<file path="config.mk">
export PLATFORM = sky130hd
export DESIGN_NAME = uart_rx
export DESIGN_NICKNAME = d
export VERILOG_FILES = /design/src/rtl/uart_rx.sv
export SDC_FILE = /design/constraint.sdc
export NUM_CORES = 1
export LEC_CHECK = 0
export BUFFER_PORTS_ARGS = -buffer_cell sky130_fd_sc_hd__buf_2
export CAP_MARGIN = 25
export CORE_MARGIN = 1.5
export CORE_UTILIZATION = 62
export CTS_BUF_LIST = sky130_fd_sc_hd__clkbuf_4
export CTS_CLUSTER_SIZE = 12
export DETAILED_ROUTE_END_ITERATION = 8
export PLACE_DENSITY = 0.82
export SYNTH_ARGS = -nofsm -noshare
export SYNTH_HDL_FRONTEND = slang
export SYNTH_SLANG_ARGS = --single-unit
export TNS_END_PERCENT = 5
</file>
<file path="constraint.sdc">
create_clock -name clk -period 2.15 [get_ports clk]
set_input_delay 0.215 -clock clk [delete_from_list [all_inputs] [get_ports clk]]
set_output_delay 0.215 -clock clk [all_outputs]
set_load 0.05 [all_outputs]
</file>
<file path="src/rtl/uart_rx.sv">
// 8N1 asynchronous serial receiver.
// The rx pin passes through a two-flop synchronizer. A falling edge on the
// synchronized line starts a frame. The start bit is confirmed at mid-bit.
// Each data bit is then sampled one full bit period later, LSB first.
// A good stop bit loads the held output register and pulses rx_done.
// A low stop bit pulses frame_err and leaves the held register untouched.
module uart_rx #(
    parameter  int CLK_FREQ     = 50000000,
    parameter  int BAUD         = 19200,
    localparam int CLKS_PER_BIT = CLK_FREQ / BAUD,
    localparam int HALF_BIT     = CLKS_PER_BIT / 2,
    localparam int CNT_W        = $clog2(CLKS_PER_BIT)
) (
    input  logic       clk,
    input  logic       reset,
    input  logic       rx,
    output logic [7:0] rx_reg,
    output logic       rx_done,
    output logic       frame_err
);

    typedef enum logic [1:0] {
        IDLE  = 2'd0,
        START = 2'd1,
        DATA  = 2'd2,
        STOP  = 2'd3
    } state_t;

    localparam logic [CNT_W-1:0] HALF_LAST = CNT_W'(HALF_BIT - 1);
    localparam logic [CNT_W-1:0] BIT_LAST  = CNT_W'(CLKS_PER_BIT - 1);

    state_t           state;
    logic [CNT_W-1:0] cycle_cnt;
    logic [2:0]       bit_idx;
    logic [7:0]       shift_reg;
    logic             rx_meta;
    logic             rx_s;
    logic             rx_prev;
    logic             rx_fall;

    // Resynchronize the pin and keep the previous value for edge detection;
    // all three flops reset high so a released reset does not look like a start edge.
    always_ff @(posedge clk or negedge reset) begin
        if (!reset) begin
            rx_meta <= 1'b1;
            rx_s    <= 1'b1;
            rx_prev <= 1'b1;
        end else begin
            rx_meta <= rx;
            rx_s    <= rx_meta;
            rx_prev <= rx_s;
        end
    end

    assign rx_fall = rx_prev & ~rx_s;

    // Frame sequencer: mid-bit sampling, data shifting and registered strobes.
    always_ff @(posedge clk or negedge reset) begin
        if (!reset) begin
            state     <= IDLE;
            cycle_cnt <= '0;
            bit_idx   <= '0;
            shift_reg <= '0;
            rx_reg    <= 8'h00;
            rx_done   <= 1'b0;
            frame_err <= 1'b0;
        end else begin
            rx_done   <= 1'b0;
            frame_err <= 1'b0;
            case (state)
                IDLE: begin
                    cycle_cnt <= '0;
                    bit_idx   <= '0;
                    if (rx_fall) begin
                        state <= START;
                    end
                end
                START: begin
                    if (cycle_cnt == HALF_LAST) begin
                        cycle_cnt <= '0;
                        bit_idx   <= '0;
                        if (!rx_s) begin
                            state <= DATA;
                        end else begin
                            state <= IDLE;
                        end
                    end else begin
                        cycle_cnt <= cycle_cnt + 1'b1;
                    end
                end
                DATA: begin
                    if (cycle_cnt == BIT_LAST) begin
                        cycle_cnt          <= '0;
                        shift_reg[bit_idx] <= rx_s;
                        if (bit_idx == 3'd7) begin
                            bit_idx <= '0;
                            state   <= STOP;
                        end else begin
                            bit_idx <= bit_idx + 1'b1;
                        end
                    end else begin
                        cycle_cnt <= cycle_cnt + 1'b1;
                    end
                end
                STOP: begin
                    if (cycle_cnt == BIT_LAST) begin
                        cycle_cnt <= '0;
                        state     <= IDLE;
                        if (rx_s) begin
                            rx_reg  <= shift_reg;
                            rx_done <= 1'b1;
                        end else begin
                            frame_err <= 1'b1;
                        end
                    end else begin
                        cycle_cnt <= cycle_cnt + 1'b1;
                    end
                end
                default: begin
                    state     <= IDLE;
                    cycle_cnt <= '0;
                    bit_idx   <= '0;
                end
            endcase
        end
    end

endmodule

</file>
======== Yosys cells after proc, flatten, opt, wreduce, memory -nomap -nowiden ========
Cells that the tools add are included.
word-level totals
  word-level logic and storage cells ...... 58
  bits in latches ......................... 0
  memories ................................ 0
  bits in writable memories ............... 0
  register bits after elaboration ......... 38
  bits of input ports ..................... 3
  ROM bits ................................ 0
  output and inout bits ................... 10
cells by class
  reduce and logical (&&, ||, !) cells .... 8
  div/mod/pow operators ................... 0
  shifts and indexed selects .............. 0
  bitwise logic cells ..................... 2
  $mul .................................... 0
  equality and inequality tests ........... 11
  mux-type cells .......................... 23
  $add $sub $neg .......................... 2
  $lt $le $gt $ge ......................... 2
operators with widths
  cell                                                                                 count
  12-bit one-hot mux with 3 select lines                                               1
  12-bit 2-to-1 mux                                                                    2
  12-bit by 1-bit adder with 12-bit output, second input constant                      1
  12-bit by 11-bit == test with 1-bit output, second input constant                    1
  12-bit == test, second input constant                                                1
  2-bit 2-to-1 mux                                                                     6
  2-bit inequality test, second input constant                                         5
  3-bit 2-to-1 mux                                                                     3
  3-bit one-hot mux with 3 select lines                                                1
  8-bit bitwise mux                                                                    1
  2-bit one-hot mux with 4 select lines                                                1
  1-bit 2-to-1 mux                                                                     7
  3-bit AND reduction                                                                  2
  5-bit AND reduction                                                                  1
  2-bit == test, second input constant                                                 2
  3-bit by 4-bit < comparator with 1-bit output, second input constant                 1
  3-bit by 1-bit adder with 3-bit output, second input constant                        1
  1-bit demux with 3-bit select                                                        1
  3-bit == test, second input constant                                                 1
  3-bit by 1-bit greater-or-equal comparator with 1-bit output, second input constant  1
  3-bit nonzero test                                                                   1
  2-bit by 1-bit == test with 1-bit output, second input constant                      1
  2-bit logical NOT                                                                    1
  2-bit AND reduction                                                                  1
  4 further kinds                                                                      4

======== Depth between registers and ports, before layout ========
Gate-level depths: netlist of the first run.
  depth in word-level cells ............... 5
  depth in mapped cells ................... 6
  mapped depth without buffers ............ 5

======== Least setup slack after synthesis of the first run ========
No wires, ideal clock.
  path type ............................... flip-flop to flip-flop
  start ................................... register cycle_cnt[0]
  end ..................................... register rx_reg[0]
  period minus slack after synthesis ...... 1,897 ps
  cell stages (with the launch flop) ...... 7
  setup slack ............................. 253 ps
  arrival ................................. 1,772 ps
  cell sequence ........................... dfrtp_1 > ha_1 > and4bb_4 > nand3_4 > or3_1 > buf_6 > mux2_4
on the way
  word-level cells in the longest chain between the ends .. 2
ends and longest elaborated chain
  item                                  RTL line  text
  start: declaration                    33        logic [CNT_W-1:0] cycle_cnt;
  start signal: assignment              88        cycle_cnt <= cycle_cnt + 1'b1;
  start signal: assignment              102       cycle_cnt <= cycle_cnt + 1'b1;
  start signal: assignment              116       cycle_cnt <= cycle_cnt + 1'b1;
  12-bit == test                        106       if (cycle_cnt == BIT_LAST) begin
  3-bit AND reduction (no source line)  --
  end signal: assignment                110       rx_reg <= shift_reg;
  end: declaration                      17        output logic [7:0] rx_reg,
No other way between the ends.
A chain may end at the register's enable or synchronous reset.

======== Final worst setup path of the first run ========
  start ................................... register cycle_cnt[0]
  end ..................................... register shift_reg[2]
on the way
  word-level cells in the longest chain between the ends .. 2
ends and longest elaborated chain
  item                                  RTL line  text
  12-bit == test                        92        if (cycle_cnt == BIT_LAST) begin
  2-bit AND reduction (no source line)  --
  end signal: indexed assignment        94        shift_reg[bit_idx] <= rx_s;
  end: declaration                      35        logic [7:0] shift_reg;
No other way between the ends.

==> results of run 1 <==
-- critical path, cell delays in order (launching register included) --
cell	delay (ns)
dfrtp_1	0.41
ha_1	0.27
and4bb_4	0.28
nand3_4	0.08
buf_4	0.17
nor4_1	0.34
mux2_2	0.38
-- final timing paths --
kind                                    from           end  slack (ns)  cells past startpoint
worst min register to register       rx_meta          rx_s        0.36                      0
max in group asynchronous              reset       rx_done        1.15                      2
worst min-delay path                 rx_meta          rx_s        0.36                      0
min in group asynchronous              reset  cycle_cnt[9]        0.49                      2
worst max register to register  cycle_cnt[0]  shift_reg[2]        0.12                      6
worst max-delay path            cycle_cnt[0]  shift_reg[2]        0.12                      6
-- kinds of logic (layout without fill, tap and decap cells) --
logic type	after synthesis	after routing	synth area share
AO/OA/AOI/OAI	9	9	0.0387
XOR/XNOR	9	9	0.0436
adder cells (fa/ha/maj)	4	4	0.0277
buffers and inverters	13	30	0.0325
flip-flops	38	38	0.528
multiplexers	20	20	0.140
AND/OR/NAND/NOR	57	57	0.189
-- metal layers --
| layer | routed length [um] | track usage | part of all wire | up-vias |
|---|---|---|---|---|
| li1 | - | - | - | 560 |
| met3 | 120 | 0.0748 | 0.036 | 4 |
| met1 | 1570 | 0.335 | 0.48 | 586 |
| met2 | 1570 | 0.353 | 0.48 | 22 |
| met4 | 31 | 0.0797 | 0.0094 | 0 |
| met5 | 0 | 0 | 0 | - |
-- what timing repair did --
item                                   in CTS  in global routing
hold buffers                                2                  0
resized for setup                           0                  1
endpoints found under the hold margin      36                  0
setup endpoints to repair                   0                  8
-- power by group --
part	switching, uW	internal [uW]	total, uW
Sequential	71.8	766	838
Clock	212	168	380
Combinational	103	76.3	180
-- metrics by stage --
step / power [uW] / hold slack, ns / cell area, sq um
floorplan: 960 / -0.0806 / 1810
CTS: 1410 / 0.366 / 1970
global placement: 1000 / 0.323 / 1890
detailed placement: 1030 / 0.326 / 1890
finish: 1400 / 0.363 / 1970
global route: 1490 / 0.372 / 1970
-- cell type report --
type / instances / area (sq um) / share of cell area
Inverter: 6 / 22.5 / 0.0114
Clock buffer: 8 / 60.1 / 0.0305
Multi-Input combinational cell: 99 / 801 / 0.406
Timing Repair Buffer: 16 / 95.1 / 0.0482
Sequential cell: 38 / 955 / 0.484
Tap cell: 31 / 38.8 / 0.0197
-- layout by cell type (no fill, tap or decap), types with 2 or more instances in the layout --
cell type	count
a22o_1	3
and4bb_2	2
buf_2	12
buf_4	2
clkbuf_4	8
dfrtp_1	35
dfstp_2	3
dlygate4sd3_1	2
ha_1	4
inv_1	6
mux2_2	11
mux2_4	8
nand2_1	6
nand3_1	7
nand4_1	4
nor2_1	18
nor2b_1	2
nor3_1	5
nor4_1	3
xnor2_1	7
xor2_1	2
==> run summary, run 1 <==
final period demand of the worst path -> 2.03 ns
initial core utilization -> 0.656
first-pass GRT wire length -> 5.78 mm
ranking of synthesized cells by area -> dfrtp_1, mux2_2, mux2_4, dfstp_2, nor2_1
Die W -> 57.0 um
Mapped Area -> 0.00181 sq mm
Finished Core Util -> 0.715
Static Leak -> 0.000949 uW
Setup crit start kind -> flip-flop
Worst Path Arrival -> 2.26 ns
sequential element share of the synthesized area -> 0.528
Yosys cell types -> 36
fin. max-slew vios -> 0
max_slew headroom -> 0.458
Root Buffer -> clkbuf_4
standard-cell rows -> 19
TNS Setup -> 0 ns
Reg clk slew, reported paths -> 0.09 ns
vias in the first global route -> 1177
PwrDens -> 709 mW/mm^2
die area -> 0.00325 sq mm
routed wire length -> 3.29 mm
synthesized area per cell -> 12.1 sq um
FF+latch count, synth -> 38
Post-synth EDFFs -> 0
Worst Setup End Kind -> flip-flop
Core Footprint -> 0.00276 sq mm
number of flip-flops in the largest register -> 12
Total GRT Usage -> 0.237
Final GP Congestion -> 0.779
final worst path period share -> 0.944
top post-synthesis cells by count -> dfrtp_1, nor2_1, mux2_2
H-tree lvl count -> 2
I/O Pins -> 13
placed insts -> 188
Cells after Synth -> 150
nets@finish -> 173
Die Y -> 57.0 um
Non-Filler Instances -> 198
CTS tree -> done
Worst Path Required -> 2.38 ns
synthesis-to-finish area growth -> 8.99%
setup repair bufs after CTS -> 0
pin count of the biggest net entering global routing -> 39
cell taking the most area after synthesis -> dfrtp_1
Final ANT Viol Nets -> 0
Synth Warn # -> 0
Max Freq -> 493 MHz
status -> completed
vias per inst -> 5.92
Max-Cap Viols -> 0
Crit Path Category -> flip-flop to flip-flop
PnR worst setup slack -> 0.121 ns
layout cells sized above 1 -> 0.317
DP Worst Slack -> 0.0213 ns
initial drt markers -> 22
antenna violations before repair -> 0
final worst clock skew -> 0.0140 ns
Inserted Clock Buffers -> 5
drt first pass iters -> 4
most frequent cell after synthesis -> dfrtp_1
hpwl dp -> 2.25 mm
clk sinks -> 38
ant diodes -> 0
CTS max path bufs -> 2
IO Port Bufs -> 12
HP Class -> flip-flop to flip-flop
syn_nets -> 157
Peak VDD IR -> 0.559 mV
share of the synthesized area in the top cell type -> 0.484
Crit Path Max Fanout -> 9
Finish-stage setup viols -> 0
gr ovfl total -> 0
final hold vios -> 0
top_reg_cell synth -> dfrtp_1
WL per Instance -> 16.6 um
fillcell total -> 196
Slew @ Worst Pin -> 0.813 ns
post-synthesis async set-or-reset flop share -> 1.00
worst skew pair latency -> 0.35 ns
Vias -> 1172
drt drc -> 0
Power figures use the tool's default switching activity.
==> inputs of run 2 (changes only) <==
--- a/config.mk
+++ b/config.mk
@@ -12,7 +12,9 @@
 export CTS_BUF_LIST = sky130_fd_sc_hd__clkbuf_4
 export CTS_CLUSTER_SIZE = 12
 export DETAILED_ROUTE_END_ITERATION = 8
+export MAX_ROUTING_LAYER = met4
 export PLACE_DENSITY = 0.82
+export SLEW_MARGIN = 20
 export SYNTH_ARGS = -nofsm -noshare
 export SYNTH_HDL_FRONTEND = slang
 export SYNTH_SLANG_ARGS = --single-unit
==> run summary, run 2 (synthesized netlist as in run 1, its figures left out) <==
reg-to-reg slack, setup -> 0.14 ns
Core Footprint -> 0.00276 sq mm
final worst path period share -> 0.936
initial core utilization -> 0.656
final hold vios -> 0
Final ANT Viol Nets -> 0
fillcell total -> 196
HP Class -> flip-flop to flip-flop
gr ovfl total -> 0
most common cell after layout, fill and taps aside -> dfrtp_1
worst skew pair latency -> 0.34 ns
WL per Instance -> 16.6 um
max_slew headroom -> 0.458
Setup crit start kind -> flip-flop
first-pass GRT wire length -> 5.78 mm
synthesis-to-finish area growth -> 8.99%
H-tree lvl count -> 2
drt drc -> 0
status -> completed
Hold WS -> 0.363 ns
hpwl dp -> 2.25 mm
Final GP Congestion -> 0.790
Worst Path Required -> 2.38 ns
Worst Setup End Kind -> flip-flop
Non-Filler Instances -> 198
IO Port Bufs -> 12
most frequent cells in the layout -> dfrtp_1, nor2_1, buf_2, mux2_2
Crit Path Max Fanout -> 9
Total GRT Usage -> 0.244
initial drt markers -> 30
clk sinks -> 38
vias per inst -> 5.92
Static Leak -> 0.000949 uW
Worst Path Arrival -> 2.24 ns
placed insts -> 188
Slew @ Worst Pin -> 0.813 ns
vias in the first global route -> 1184
Finish-stage setup viols -> 0
Die W -> 57.0 um
Crit Path Category -> flip-flop to flip-flop
Peak VDD IR -> 0.556 mV
Die Y -> 57.0 um
TNS Setup -> 0 ns
Vias -> 1172
pin count of the biggest net entering global routing -> 39
drt first pass iters -> 4
CTS tree -> done
WHS Path Cells -> 0
standard-cell rows -> 19
final period demand of the worst path -> 2.01 ns
nets@finish -> 173
antenna violations before repair -> 0
CTS max path bufs -> 2
die area -> 0.00325 sq mm
Max-Cap Viols -> 0
ant diodes -> 0
layout cells sized above 1 -> 0.317
r2r worst-path depth -> 6
Inserted Clock Buffers -> 5
PwrDens -> 709 mW/mm^2
Reg clk slew, reported paths -> 0.09 ns
I/O Pins -> 13
number of flip-flops in the largest register -> 12
fin. max-slew vios -> 0
Max Freq -> 497 MHz
routed wire length -> 3.29 mm
Root Buffer -> clkbuf_4
final worst clock skew -> 0.0149 ns
[run 2: cell counts in the layout (fill, tap and decap cells not counted)]
No cell type changed its count.
[run 2: critical path, stage by stage (launching register included)]
cell and delay [ns]:
dfrtp_1 0.41, ha_1 0.27, and4bb_4 0.27, nand3_4 0.08
buf_4 0.17, nor4_1 0.33, mux2_2 0.38
[run 2: stage by stage]
stage	cell area (sq um)	total power, uW	setup slack, ns	utilization
after floorplan	1810	960	0.253	-
after global placement	1890	1000	0.106	0.684
after detailed placement	1890	1030	0.0213	0.684
after CTS	1970	1410	0.0185	0.713
after global routing	1970	1480	-0.000815	0.715
final	1970	1400	0.137	0.715
[run 2: what timing repair did]
item,CTS,global route
gates resized for setup,0,1
buffers inserted,0,0
setup endpoints to repair,0,8
hold buffers,2,0
hold endpoints to repair,36,0
[run 2: layout make-up]
class / count / area, sq um / share of cell area
Clock buffer: 8 / 60.1 / 0.0305
Sequential cell: 38 / 955 / 0.484
Timing Repair Buffer: 16 / 95.1 / 0.0482
Inverter: 6 / 22.5 / 0.0114
Tap cell: 31 / 38.8 / 0.0197
Multi-Input combinational cell: 99 / 801 / 0.406
[run 2: final timing paths]
path                              startpoint      endpoint
worst max-delay path            cycle_cnt[0]  shift_reg[2]
worst min-delay path                 rx_meta          rx_s
worst max register to register  cycle_cnt[0]  shift_reg[2]
worst min register to register       rx_meta          rx_s
max in group asynchronous              reset  cycle_cnt[1]
min in group asynchronous              reset  cycle_cnt[9]
[run 2: per-layer routing]
layer,vias up,track usage,routed length (um),share of wire
met4,0,0.0797,55,0.017
met1,580,0.332,1560,0.47
li1,562,-,-,-
met5,-,-,0,0
met2,24,0.355,1560,0.47
met3,6,0.0748,120,0.036
[run 2: report_power, final]
| part | total [uW] | switching [uW] | internal [uW] |
|---|---|---|---|
| Sequential | 837 | 71.0 | 766 |
| Combinational | 181 | 105 | 76.7 |
| Clock | 380 | 212 | 168 |
| Total | 1400 | 387 | 1010 |
